<file path="src/rtl/spi_tx_scheduler.sv">
// spi_tx_scheduler
//
// Buffers whole NDN interest/data packets from the forwarding core in a small
// FIFO and hands them to the SPI serializer one at a time. The serializer has
// no busy output, so each issue is followed by a spacing interval equal to the
// serial frame length of the packet type plus GAP_CYCLES idle cycles. No new
// packet is issued before that interval has elapsed.
//
// Optional feature: define SPI_TX_STATS_EN to add the per-type issue counters
// interest_sent_count / data_sent_count.
//
// Ports:
//   clk                     clock, shared with the serializer
//   rst                     asynchronous, active-high reset
//   in_valid / in_ready     packet handshake from the core (push on both high)
//   in_meta                 bit6 = 1 interest / 0 data, bits5:0 prefix length
//   in_prefix               64-bit content prefix
//   in_data                 256-bit payload (stored as-is for interests too)
//   TX_valid                one-cycle issue pulse to the serializer
//   packet_meta_data_input  issued meta byte (held until the next issue)
//   packet_prefix_input     issued prefix (held until the next issue)
//   packet_data_input       issued payload (held until the next issue)
//   busy                    high from the issue cycle until spacing expires
//   fifo_count              current FIFO occupancy
//   interest_sent_count     (SPI_TX_STATS_EN) interests issued, wraps at 16 bits
//   data_sent_count         (SPI_TX_STATS_EN) data packets issued, wraps at 16 bits

module spi_tx_scheduler #(
    parameter int DEPTH                 = 4,
    parameter int GAP_CYCLES            = 2,
    parameter int INTEREST_FRAME_CYCLES = 73,
    parameter int DATA_FRAME_CYCLES     = 329
) (
    input  logic                       clk,
    input  logic                       rst,
    input  logic                       in_valid,
    output logic                       in_ready,
    input  logic [7:0]                 in_meta,
    input  logic [63:0]                in_prefix,
    input  logic [255:0]               in_data,
    output logic                       TX_valid,
    output logic [7:0]                 packet_meta_data_input,
    output logic [63:0]                packet_prefix_input,
    output logic [255:0]               packet_data_input,
    output logic                       busy,
    output logic [$clog2(DEPTH+1)-1:0] fifo_count
`ifdef SPI_TX_STATS_EN
    ,
    output logic [15:0]                interest_sent_count,
    output logic [15:0]                data_sent_count
`endif
);

    localparam int CNT_W = $clog2(DEPTH + 1);
    localparam int PTR_W = $clog2(DEPTH);
    localparam int SPC_W = $clog2(DATA_FRAME_CYCLES + GAP_CYCLES + 1);

    localparam logic [CNT_W-1:0] DEPTH_CNT = CNT_W'(DEPTH);

    typedef enum logic {
        IDLE = 1'b0,
        WAIT = 1'b1
    } state_t;

    // The counter is loaded with S-1 on the issue edge and reaches zero just
    // before edge issue+S, which is the first edge allowed to issue again.
    function automatic logic [SPC_W-1:0] spacing_load(input logic is_interest);
        if (is_interest) begin
            return SPC_W'(INTEREST_FRAME_CYCLES + GAP_CYCLES - 1);
        end
        return SPC_W'(DATA_FRAME_CYCLES + GAP_CYCLES - 1);
    endfunction

    // FIFO storage (data only, never reset)
    logic [7:0]   meta_mem   [DEPTH];
    logic [63:0]  prefix_mem [DEPTH];
    logic [255:0] data_mem   [DEPTH];

    logic [PTR_W-1:0] wr_ptr;
    logic [PTR_W-1:0] rd_ptr;

    logic push;
    logic issue;

    logic [7:0]   head_meta;
    logic [63:0]  head_prefix;
    logic [255:0] head_data;

    state_t           state;
    state_t           state_next;
    logic [SPC_W-1:0] spc;
    logic [SPC_W-1:0] spc_next;
    logic             busy_next;

    // in_ready depends only on the current occupancy, so a full FIFO refuses
    // a push even in a cycle where it also pops.
    assign in_ready = ~rst & (fifo_count < DEPTH_CNT);
    assign push     = in_valid & in_ready;

    assign head_meta   = meta_mem[rd_ptr];
    assign head_prefix = prefix_mem[rd_ptr];
    assign head_data   = data_mem[rd_ptr];

    always_ff @(posedge clk) begin
        if (push) begin
            meta_mem[wr_ptr]   <= in_meta;
            prefix_mem[wr_ptr] <= in_prefix;
            data_mem[wr_ptr]   <= in_data;
        end
    end

    // Pointers are exactly PTR_W bits wide, so they wrap modulo DEPTH.
    always_ff @(posedge clk or posedge rst) begin
        if (rst) begin
            wr_ptr     <= '0;
            rd_ptr     <= '0;
            fifo_count <= '0;
        end else begin
            if (push) begin
                wr_ptr <= wr_ptr + PTR_W'(1);
            end
            if (issue) begin
                rd_ptr <= rd_ptr + PTR_W'(1);
            end
            case ({push, issue})
                2'b10:   fifo_count <= fifo_count + CNT_W'(1);
                2'b01:   fifo_count <= fifo_count - CNT_W'(1);
                default: fifo_count <= fifo_count;
            endcase
        end
    end

    // Issue / spacing control. fifo_count is the registered occupancy, so a
    // push on the same edge is only seen on the following edge.
    always_comb begin
        state_next = state;
        spc_next   = spc;
        busy_next  = busy;
        issue      = 1'b0;

        case (state)
            IDLE: begin
                busy_next = 1'b0;
                if (fifo_count != '0) begin
                    issue      = 1'b1;
                    spc_next   = spacing_load(head_meta[6]);
                    busy_next  = 1'b1;
                    state_next = WAIT;
                end
            end
            WAIT: begin
                if (spc == '0) begin
                    // Spacing has expired: issue back-to-back if something is
                    // queued, otherwise release busy and go idle.
                    if (fifo_count != '0) begin
                        issue     = 1'b1;
                        spc_next  = spacing_load(head_meta[6]);
                        busy_next = 1'b1;
                    end else begin
                        busy_next  = 1'b0;
                        state_next = IDLE;
                    end
                end else begin
                    spc_next = spc - SPC_W'(1);
                end
            end
            default: begin
                busy_next  = 1'b0;
                state_next = IDLE;
            end
        endcase
    end

    always_ff @(posedge clk or posedge rst) begin
        if (rst) begin
            state                  <= IDLE;
            spc                    <= '0;
            busy                   <= 1'b0;
            TX_valid               <= 1'b0;
            packet_meta_data_input <= '0;
            packet_prefix_input    <= '0;
            packet_data_input      <= '0;
        end else begin
            state    <= state_next;
            spc      <= spc_next;
            busy     <= busy_next;
            TX_valid <= issue;
            // Outputs hold between issues so the serializer sees stable fields.
            if (issue) begin
                packet_meta_data_input <= head_meta;
                packet_prefix_input    <= head_prefix;
                packet_data_input      <= head_data;
            end
        end
    end

`ifdef SPI_TX_STATS_EN
    always_ff @(posedge clk or posedge rst) begin
        if (rst) begin
            interest_sent_count <= '0;
            data_sent_count     <= '0;
        end else if (issue) begin
            if (head_meta[6]) begin
                interest_sent_count <= interest_sent_count + 16'd1;
            end else begin
                data_sent_count <= data_sent_count + 16'd1;
            end
        end
    end
`endif

endmodule

</file>
<file path="config.mk">
export PLATFORM = sky130hd
export DESIGN_NAME = spi_tx_scheduler
export DESIGN_NICKNAME = d
export VERILOG_FILES = /design/src/rtl/spi_tx_scheduler.sv
export SDC_FILE = /design/constraint.sdc
export NUM_CORES = 2
export LEC_CHECK = 0
export ABC_AREA = 1
export CORE_AREA = 2 2 431 433
export CTS_CLUSTER_SIZE = 14
export DETAILED_ROUTE_END_ITERATION = 16
export DIE_AREA = 0 0 433 435
export GPL_ROUTABILITY_DRIVEN = 0
export PLACE_DENSITY = 0.55
export SLEW_MARGIN = 25
export SYNTH_ARGS = -nofsm -noshare
export SYNTH_HDL_FRONTEND = slang
export SYNTH_SLANG_ARGS = --single-unit
</file>
<file path="constraint.sdc">
create_clock -name clk -period 15.7 [get_ports clk]
set_clock_uncertainty 0.1 [all_clocks]
set_input_delay 3.14 -clock clk [delete_from_list [all_inputs] [get_ports clk]]
set_output_delay 3.14 -clock clk [all_outputs]
set_load 0.01 [all_outputs]
</file>
==> run_summary.xml <==
<?xml version="1.0" encoding="UTF-8"?>
<metrics>
  <group name="sta">
    <metric name="fin_crit_sh" unit="%">48.52</metric>
    <metric name="tightestPinTransition" unit="ps">1303</metric>
    <metric name="report.final.slew_viol_count" unit="">0</metric>
    <metric name="timing.final.ws_setup" unit="ps">8083</metric>
    <metric name="maxClockFrequency" unit="GHz">0.1313</metric>
    <metric name="finalWorstPathRequiredPeriod" unit="ps">7617</metric>
    <metric name="finalSetupViolations" unit="">0</metric>
    <metric name="timing.max_slew.rel_slack" unit="%">13.14</metric>
    <metric name="final.setup.tns" unit="ps">0</metric>
    <metric name="rsz0062_at_grt" unit="">no</metric>
    <metric name="timing.final.hold_violations" unit="">0</metric>
  </group>
  <group name="cts">
    <metric name="tritoncts" unit="">built</metric>
    <metric name="cts-buffers-inserted" unit="">180</metric>
    <metric name="cts_setup_buffers" unit="">0</metric>
    <metric name="cts.repair.resized" unit="">0</metric>
    <metric name="clkLatencyLatePin" unit="ps">820</metric>
    <metric name="cts_root_buffer" unit="">sky130_fd_sc_hd__clkbuf_16</metric>
    <metric name="h-tree-depth" unit="">4</metric>
    <metric name="clk_pin_slew_worst_paths" unit="ps">60</metric>
    <metric name="clk_path_buf_depth" unit="">3</metric>
    <metric name="clkSinkCount" unit="">1659</metric>
    <metric name="hold_buffer_count_at_cts" unit="">0</metric>
  </group>
  <group name="pwr">
    <metric name="sw_frac_of_total" unit="%">32.91</metric>
    <metric name="power_switching" unit="mW">4.677</metric>
    <metric name="power.static_leakage" unit="nW">29.35</metric>
    <metric name="cell_internal_pwr" unit="mW">9.537</metric>
    <metric name="share_seq_of_total_power" unit="%">41.5</metric>
    <metric name="combinationalPowerShare" unit="%">28.5</metric>
    <metric name="vdd_ir_drop_max" unit="V">0.00009601</metric>
    <metric name="pwr_density_cell" unit="mW/mm²">180.6</metric>
    <metric name="power_share_of_the_clock_group" unit="%">29.9</metric>
  </group>
  <group name="setup_path">
    <metric name="worstPathCellList" unit="">clkdlybuf4s50_1 -&gt; nor2_1 -&gt; clkdlybuf4s50_1</metric>
    <metric name="critical-path-top-cell-by-count" unit="">sky130_fd_sc_hd__clkdlybuf4s50_1</metric>
    <metric name="critical_path_fanout_max" unit="">2</metric>
    <metric name="slowest_stage" unit="">sky130_fd_sc_hd__clkdlybuf4s50_1</metric>
    <metric name="endpoint_kind" unit="">output port</metric>
    <metric name="worst-setup-path-type" unit="">in2out</metric>
    <metric name="worstPathArrival" unit="ps">4380</metric>
    <metric name="required_worst_endpoint" unit="ps">12460</metric>
    <metric name="crit_path_max_incr_delay" unit="ps">560</metric>
    <metric name="timing.critical_path.from_type" unit="">primary input</metric>
  </group>
  <group name="die">
    <metric name="die_area" unit="mm²">0.1884</metric>
    <metric name="dieWidth" unit="µm">433</metric>
    <metric name="die_y" unit="µm">435</metric>
    <metric name="std_cell_rows" unit="">158</metric>
    <metric name="floorplan.initialDensity" unit="%">34.75</metric>
    <metric name="placeableCoreArea" unit="mm²">0.1840</metric>
    <metric name="top_level_i_o_count" unit="">665</metric>
  </group>
  <group name="layout">
    <metric name="layout-drive-gt1-share" unit="%">5.615</metric>
    <metric name="ff_latch_area" unit="mm²">0.04809</metric>
    <metric name="multi_input_area" unit="mm²">0.01415</metric>
    <metric name="number_of_nets_in_the_finished_design" unit="">6309</metric>
    <metric name="areaGrowthSynthToFinish" unit="%">23.08</metric>
    <metric name="stdcell_area" unit="mm²">0.07871</metric>
    <metric name="nFillCells" unit="">16946</metric>
    <metric name="postLayoutCoreUtil" unit="%">42.77</metric>
  </group>
  <group name="routing">
    <metric name="routed_wire_length_per_instance" unit="µm">19.88</metric>
    <metric name="remaining_antenna_violation_count" unit="">0</metric>
    <metric name="starting_drc_count_in_detailed_routing" unit="">2859</metric>
    <metric name="wirelength" unit="mm">171.6</metric>
    <metric name="detailed_route_drc_error_count" unit="">0</metric>
    <metric name="drtPass1Iterations" unit="">5</metric>
    <metric name="via_count" unit="">40842</metric>
    <metric name="route.detailed.vias_per_inst" unit="">4.732</metric>
  </group>
  <group name="yosys">
    <metric name="cell_types_with_the_largest_area_share_after_synthesis" unit="">sky130_fd_sc_hd__edfxtp_1, sky130_fd_sc_hd__dfrtp_1, sky130_fd_sc_hd__nor2_1</metric>
    <metric name="synthesis.yosys.warnings" unit="">0</metric>
    <metric name="post_synth_instance_area" unit="mm²">0.06395</metric>
    <metric name="synth_seq_cells" unit="">1659</metric>
    <metric name="syn_nets" unit="">5733</metric>
    <metric name="post_synth_inst_count" unit="">5395</metric>
    <metric name="synth_seq_area_share" unit="%">75.18</metric>
    <metric name="post_synth_num_cell_types" unit="">26</metric>
    <metric name="synth_top_cell_area_share" unit="%">61.60</metric>
    <metric name="synth_top_area_cell" unit="">sky130_fd_sc_hd__edfxtp_1</metric>
    <metric name="syn-mean-instance-area" unit="µm²">11.85</metric>
  </group>
  <group name="run_status">
    <metric name="run_status" unit="">completed</metric>
  </group>
  <group name="place">
    <metric name="post_dp_cell_area" unit="mm²">0.07263</metric>
    <metric name="hpwlAfterDp" unit="mm">98.71</metric>
    <metric name="port_buffers" unit="">664</metric>
    <metric name="post-place-ws" unit="ps">8073</metric>
  </group>
  <group name="global_routing">
    <metric name="pin_count_of_the_biggest_net_entering_global_routing" unit="">150</metric>
    <metric name="global_route.overflow_total" unit="">0</metric>
    <metric name="grt_first_pass_wirelength" unit="mm">255.3</metric>
    <metric name="grt_antenna_before_repair" unit="">48</metric>
    <metric name="global_route.usage.total" unit="%">17.91</metric>
    <metric name="first_global_vias" unit="">39253</metric>
  </group>
  <group name="flow_run">
    <metric name="cap_violations" unit="">0</metric>
  </group>
  <group name="worst_hold_path">
    <metric name="hold_path.class" unit="">reg2reg</metric>
  </group>
</metrics>
metal layers:
| metal | vias up | share of wire (%) | GRT usage (%) | wire length [µm] |
|---|---|---|---|---|
| met5 | - | 0.12 | 0 | 202 |
| met4 | 32 | 3.0 | 6.604 | 5095 |
| met3 | 291 | 5.1 | 3.780 | 8783 |
| met2 | 876 | 50 | 29.65 | 85360 |
| met1 | 20023 | 42 | 23.07 | 72140 |
| li1 | 19620 | - | - | - |
per-stage QoR:
stage	total power [mW]	hold WS, ps	std cells
2_1_floorplan	8.338	368.7	5395
3_3_place_gp	10.08	354.3	8269
3_5_place_dp	10.12	357.6	8269
4_1_cts	14.42	372.1	8606
5_1_grt	15.06	384.5	8625
6_report	14.21	366.1	8631
Yosys cell counts, drive strengths merged:
cell type and number:
nor2 1324, edfxtp 1312, nand2 1029, o21ai 659
nand3 348, dfrtp 347, buf 207, clkbuf 122
inv 28, ha 6, nand4 4, xor2 4
a21oi 1, clkinv 1, fa 1, nand3b 1
xnor2 1
placed cells by master (no fill, tap or decap), types with 26 or more instances in the layout:
cell type and instances:
sky130_fd_sc_hd__nand2_1 1027, sky130_fd_sc_hd__dfrtp_1 345, sky130_fd_sc_hd__nor2_1 1318, sky130_fd_sc_hd__edfxtp_1 1312
sky130_fd_sc_hd__o21ai_1 177, sky130_fd_sc_hd__o21ai_0 482, sky130_fd_sc_hd__clkbuf_1 44, sky130_fd_sc_hd__clkinv_1 26
sky130_fd_sc_hd__buf_4 47, sky130_fd_sc_hd__clkinv_2 29, sky130_fd_sc_hd__clkbuf_16 183, sky130_fd_sc_hd__clkdlybuf4s50_1 664
sky130_fd_sc_hd__nand3_1 346
critical path, delay by kind of cell:
kind / cells / cell delay (ps)
buffers and inverters: 2 / 1070
and+or+nand+nor: 1 / 170
sequential cells by signal, indices dropped and copies added (netlist names):
register and cells:
state 1, packet_meta_data_input 8, packet_prefix_input 64, spc 9, prefix_mem 256, meta_mem 32, fifo_count 3, busy 1
wr_ptr 2, TX_valid 1, packet_data_input 256, data_mem 1024, rd_ptr 2
power by group through the flow:
stage	clock (mW)	combinational [mW]	sequential [mW]
floorplan	0	2.16	6.17
global placement	0	4.10	5.99
detailed placement	0	4.13	6.00
CTS	4.36	4.14	5.92
global route	4.53	4.55	5.98
finish	4.25	4.06	5.90
final cells by class:
cell class | instances | area share [%]
antenna | 25 | 0.07948
inverter | 29 | 0.1669
multi-input combinational | 3378 | 17.97
clock buffer | 247 | 6.377
tap | 2480 | 3.942
sequential | 1659 | 61.09
clock inverter | 90 | 1.237
timing repair buffer | 723 | 9.131
path summary, 6_finish.rpt:
kind	slack, ps	from	depth (start not counted)	endpoint
setup / recovery	8080	rst	3	in_ready
min in group asynchronous	2730	rst	2	packet_data_input[253]
max in group asynchronous	10630	rst	4	packet_data_input[54]
hold reg to reg	370	packet_prefix_input[56]	2	packet_prefix_input[56]
hold / removal	370	packet_prefix_input[56]	2	packet_prefix_input[56]
setup reg to reg	10990	rd_ptr[1]	9	packet_data_input[55]
logic make-up (layout without fill, tap and decap cells):
family | Yosys count | after routing | share of synthesized area, %
AND/OR/NAND/NOR | 2706 | 2706 | 16.64
flip-flops | 1659 | 1659 | 75.18
AO/OA/AOI/OAI | 660 | 660 | 5.165
buffers and inverters | 358 | 1089 | 2.792
adder cells (fa/ha/maj) | 7 | 7 | 0.1487
XOR/XNOR | 5 | 5 | 0.06847
other | 0 | 25 | 0
(Power assumes the default switching activity.)
